`config.mk`:
```
export PLATFORM = sky130hd
export DESIGN_NAME = vote_collector
export DESIGN_NICKNAME = d
export VERILOG_FILES = /design/src/rtl/vote_collector.sv
export SDC_FILE = /design/constraint.sdc
export NUM_CORES = 1
export LEC_CHECK = 0
export ABC_AREA = 0
export BUFFER_PORTS_ARGS = -buffer_cell sky130_fd_sc_hd__buf_4
export CAP_MARGIN = 15
export CORE_MARGIN = 2
export CORE_UTILIZATION = 50
export DETAILED_ROUTE_END_ITERATION = 10
export GPL_TIMING_DRIVEN = 1
export PLACE_DENSITY = 0.78
export SYNTH_ARGS = -nofsm -noshare
export SYNTH_HDL_FRONTEND = slang
export SYNTH_SLANG_ARGS = --single-unit
```
`constraint.sdc`:
```
create_clock -name clk -period 2.2 [get_ports clk]
set_input_delay 0.22 -clock clk [delete_from_list [all_inputs] [get_ports clk]]
set_output_delay 0.22 -clock clk [all_outputs]
set_load 0.01 [all_outputs]
```
`src/rtl/vote_collector.sv`:
```
// vote_collector: upstream stage of a 3-input majority voter.
// It opens a session on start and accepts one ballot per voter (A/B/C).
// Voters that have not cast by the timeout receive DEFAULT_BALLOT.
// The stable A/B/C are driven into the voter, res_in is captured, and a done pulse is raised.
// Optional feature macro: VOTE_COLLECT_TALLY_EN (pass/fail session counters).
module vote_collector #(
  parameter int   TIMEOUT        = 16,
  parameter logic DEFAULT_BALLOT = 1'b0,
  parameter int   CNT_W          = 8
) (
  input  logic             clk,
  input  logic             rst_n,
  input  logic             start,
  input  logic             ballot_valid,
  input  logic [1:0]       ballot_id,
  input  logic             ballot_val,
  output logic             ballot_ready,
  output logic             A,
  output logic             B,
  output logic             C,
  input  logic             res_in,
  output logic             busy,
  output logic             done,
  output logic             result,
  output logic             dup_err,
  output logic [CNT_W-1:0] pass_cnt,
  output logic [CNT_W-1:0] fail_cnt
);

  localparam int TW = (TIMEOUT > 2) ? $clog2(TIMEOUT) : 1;
  localparam logic [TW-1:0] TLAST = TW'(TIMEOUT - 1);

  typedef enum logic [1:0] {IDLE, COLLECT, EVAL, DONE} state_t;

  state_t        state;
  logic [TW-1:0] timer;
  logic [2:0]    mask;     // bit i set once voter i has cast
  logic [2:0]    abc;      // abc[0]=A, abc[1]=B, abc[2]=C

  logic [2:0] id_oh;
  logic       hs, acc, dup, full, tmo;
  logic [2:0] mask_nxt, abc_nxt;

  assign A = abc[0];
  assign B = abc[1];
  assign C = abc[2];

  // Decode this cycle's handshake: accept first cast per voter, reject repeats and id 3
  always_comb begin
    id_oh    = 3'b001 << ballot_id;   // id 3 shifts out to all-zero, never matches a voter
    hs       = ballot_valid & (state == COLLECT);
    acc      = hs & (|(id_oh & ~mask));
    dup      = hs & ~acc;
    mask_nxt = mask | (acc ? id_oh : 3'b000);
    full     = &mask_nxt;
    tmo      = (timer == TLAST);
    abc_nxt  = abc;
    for (int i = 0; i < 3; i++) begin
      if (acc && id_oh[i])
        abc_nxt[i] = ballot_val;      // a ballot on the timeout cycle beats the default
      else if (tmo && !mask_nxt[i])
        abc_nxt[i] = DEFAULT_BALLOT;
    end
  end

  // Session FSM with registered status outputs
  always_ff @(posedge clk or negedge rst_n) begin
    if (!rst_n) begin
      state        <= IDLE;
      timer        <= '0;
      mask         <= '0;
      abc          <= '0;
      busy         <= 1'b0;
      done         <= 1'b0;
      result       <= 1'b0;
      dup_err      <= 1'b0;
      ballot_ready <= 1'b0;
    end else begin
      done    <= 1'b0;
      dup_err <= 1'b0;
      case (state)
        IDLE: begin
          if (start) begin
            state        <= COLLECT;
            timer        <= '0;
            mask         <= '0;
            abc          <= '0;
            busy         <= 1'b1;
            ballot_ready <= 1'b1;
          end
        end
        COLLECT: begin
          timer   <= timer + 1'b1;
          mask    <= mask_nxt;
          abc     <= abc_nxt;
          dup_err <= dup;
          if (full || tmo) begin
            state        <= EVAL;
            ballot_ready <= 1'b0;
          end
        end
        EVAL: begin
          state  <= DONE;
          result <= res_in;
          done   <= 1'b1;
        end
        DONE: begin
          state <= IDLE;
          busy  <= 1'b0;
        end
        default: state <= IDLE;
      endcase
    end
  end

`ifdef VOTE_COLLECT_TALLY_EN
  // Saturating tallies, updated as the result is captured so they are visible with done
  always_ff @(posedge clk or negedge rst_n) begin
    if (!rst_n) begin
      pass_cnt <= '0;
      fail_cnt <= '0;
    end else if (state == EVAL) begin
      if (res_in) begin
        if (pass_cnt != {CNT_W{1'b1}}) pass_cnt <= pass_cnt + 1'b1;
      end else begin
        if (fail_cnt != {CNT_W{1'b1}}) fail_cnt <= fail_cnt + 1'b1;
      end
    end
  end
`else
  assign pass_cnt = '0;
  assign fail_cnt = '0;
`endif

endmodule

```
==> out/qor.csv <==
stage;metric;value;unit
place;post-DP HPWL;1528;um
cts;# clock sinks;17;
place;gpl congestion;0.8413;
cts;clock buffer count from CTS;3;
outcome;status;finished clean;
global_route;first-pass GRT wire length;3277;um
synthesis;Synth area leaders;dfrtp_1 39%, buf_4 12%, ha_1 5.7%, nand2_1 4.1%, a21oi_1 3.2%;
layout;area delta synth->final;8.037;%
sta;final hold slack;164.0;ps
synthesis;number of synthesized flops with an enable pin;0;
layout;Antenna Cells;0;
run;Max Cap Viol;0;
floorplan;Rows;16;
synthesis;syn_area_per_cell;9.476;um2
synthesis;Post-Synthesis Cells;115;
global_route;initial antenna violation count;0;
synthesis;sequential fraction of the synthesis area;39.04;%
synthesis;Synth cell types;34;
cts;Root Buffer;clkbuf_4;
global_route;global route overflow;0;
critical_path;Worst path max stage delay;540;ps
sta;Fin. Hold Viols;0;
routing;DR vias/cell;5.420;
critical_path;CP cell instances;inv_1 -> ha_1 -> nand2b_1 -> o21ai_2 -> or4_1 -> o211ai_2;
synthesis;Commonest cells post-synth;17 x buf_4, 17 x dfrtp_1, 12 x nand2_1;
place;Buffers on Ports;15;
sta;Final min period;1926;ps
floorplan;Core Area;2002;um2
floorplan;die extent in x;50.69;um
hold_path;hold path depth;2;
pwr;PD cells;1092;nW/um2
sta;FMAX;519.2;MHz
floorplan;Initial Util;54.44;%
critical_path;Crit Path Max Fanout;9;
routing;Initial DRC Count;27;
cts;H-tree levels;1;
synthesis;Yosys warning total;0;
sta;Fin Setup TNS;0;ps
sta;part of the cycle the worst path needs;87.54;%
critical_path;Crit-path slowest cell;or4_1;
floorplan;die area;2569;um2
pwr;Leak;0.5870;nW
sta;Final Skew;7.659;ps
critical_path;Required @ worst endpoint;2430;ps
cts;Worst-path clk slew;100;ps
cts;post-CTS setup buffer count;0;
hold_path;worst hold path class;input port to register;
synthesis;async set-reset flop share out of synthesis;100.0;%
critical_path;Startpoint Class;register;
routing;drc violations;0;
routing;drt wl/cell;12.92;um
routing;Final ANT Viol Nets;0;
layout;NumNets Final;144;
synthesis;FF+latch count, synth;17;
synthesis;largest area contributor in the netlist;dfrtp_1;
critical_path;Register-to-Register Path Depth;6;
critical_path;Worst setup EP type;register;
cts;CTS tree;yes;
global_route;gr usage total;17.16;%
floorplan;IO Pins;32;
critical_path;WS Path Type;register to register;
routing;total routed wirelength;2029;um
cts;Clock Latency Late Sink;300;ps
synthesis;top cell type's share of synthesized area;39.04;%
pwr;peak supply drop;0.6339;mV
routing;total vias in the final route;851;
synthesis;Post-Syn Area;1090;um2
sta;Setup-failing EPs final;0;
cts;Clock Path Buffers;2;
critical_path;Worst EP arrival;2160;ps
floorplan;Die H;50.69;um
pwr;Tot Pwr;0.001286;W
sta;RSZ-0062 raised after global routing;false;
global_route;vias in the first global route;765;
layout;share of post-route cells with drive strength above 1;21.54;%
sta;Slew Viols, Final;0;
routing;Initial DRT Pass Iterations;4;
global_route;largest net degree at the start of global routing;18;
synthesis;Synth Flop Type;dfrtp_1;
-- placed cells by master, fill, tap and decap left out, types with 2 or more instances in the layout --
cell	synthesis	final
buf_4	17	16
dfrtp_1	17	17
nand4_1	2	2
ha_1	5	5
and3_1	2	2
conb_1	1	16
or4_1	2	2
o21ai_0	6	6
nor2_1	7	7
o211ai_1	2	2
inv_1	4	4
clkbuf_4	0	3
o211ai_2	2	2
a31oi_1	5	5
mux2_2	2	2
nand2_1	12	12
mux2i_1	2	2
a21oi_1	7	7
nand3_1	3	3
-- stage by stage --
| stage | utilization (%) | area [um2] | instances | setup slack [ps] |
|---|---|---|---|---|
| 6_report | 58.81 | 1177 | 157 | 274.1 |
| 5_1_grt | 58.81 | 1177 | 157 | 145.3 |
| 4_1_cts | 58.81 | 1177 | 157 | 272.3 |
| 3_5_place_dp | 57.00 | 1141 | 152 | 280.8 |
| 3_3_place_gp | 57.00 | 1141 | 152 | 389.8 |
| 2_1_floorplan | - | 1146 | 130 | 423.3 |
-- kinds of logic after synthesis --
logic type | share of synthesized area (%)
AO/OA/AOI/OAI | 17.34
adder cells (fa/ha/maj) | 5.741
buffers and inverters | 15.96
flip-flops | 39.04
multiplexers | 5.281
other | 0.3441
AND/OR/NAND/NOR | 16.30
-- worst paths after layout --
path | from | to | slack [ps]
min in group asynchronous | rst_n | abc[0]$_DFFE_PN0P_ | 310
max | state[0]$_DFFE_PN0P_ | abc[1]$_DFFE_PN0P_ | 270
min | res_in | result$_DFFE_PN0P_ | 160
max in group asynchronous | rst_n | timer[3]$_DFFE_PN0P_ | 1690
max reg2reg | state[0]$_DFFE_PN0P_ | abc[1]$_DFFE_PN0P_ | 270
min reg2reg | busy$_DFFE_PN0P_ | busy$_DFFE_PN0P_ | 520
-- critical path: cells and delay by family (launching register included) --
kind / cells / cell delay [ps]
buffers and inverters: 1 / 90
DFF: 1 / 390
and+or+nand+nor: 2 / 820
AOI/OAI and AO/OA: 2 / 250
adders and majority gates: 1 / 310
-- state kept, by name (all words and copies together) (netlist names) --
name	count
abc	3
ballot_ready	1
busy	1
done	1
dup_err	1
mask	3
result	1
state	2
timer	4
-- final cells by class --
type	count	area, um2
clock buffer	4	26.28
fill	177	824.5
inverter	4	15.01
multi-input combinational	88	546.8
sequential	17	425.4
tap	27	33.78
timing repair buffer	17	130.1
-- routing by layer --
metal	vias up	part of all wire, %	global-route usage [%]	wire length [um]
met5	-	0	0	0
met4	0	3.3	12.61	67
met3	7	5.9	2.083	119
met2	37	50	28.51	1009
met1	400	41	20.23	833
li1	407	-	-	-
-- report_power, final --
| part | internal, W | switching [W] | leakage [nW] | total, W |
|---|---|---|---|---|
| Clock | 0.0000706 | 0.0000986 | 0.0150 | 0.000169 |
| Sequential | 0.000415 | 0.0000808 | 0.219 | 0.000496 |
| Combinational | 0.000283 | 0.000338 | 0.353 | 0.000621 |
-- what timing repair did --
| item | CTS | global route |
|---|---|---|
| gates resized for setup | 0 | 0 |
| hold buffers | 1 | 0 |
| hold endpoints to repair | 17 | 0 |
Note: power is estimated with default switching activity, not from simulation.
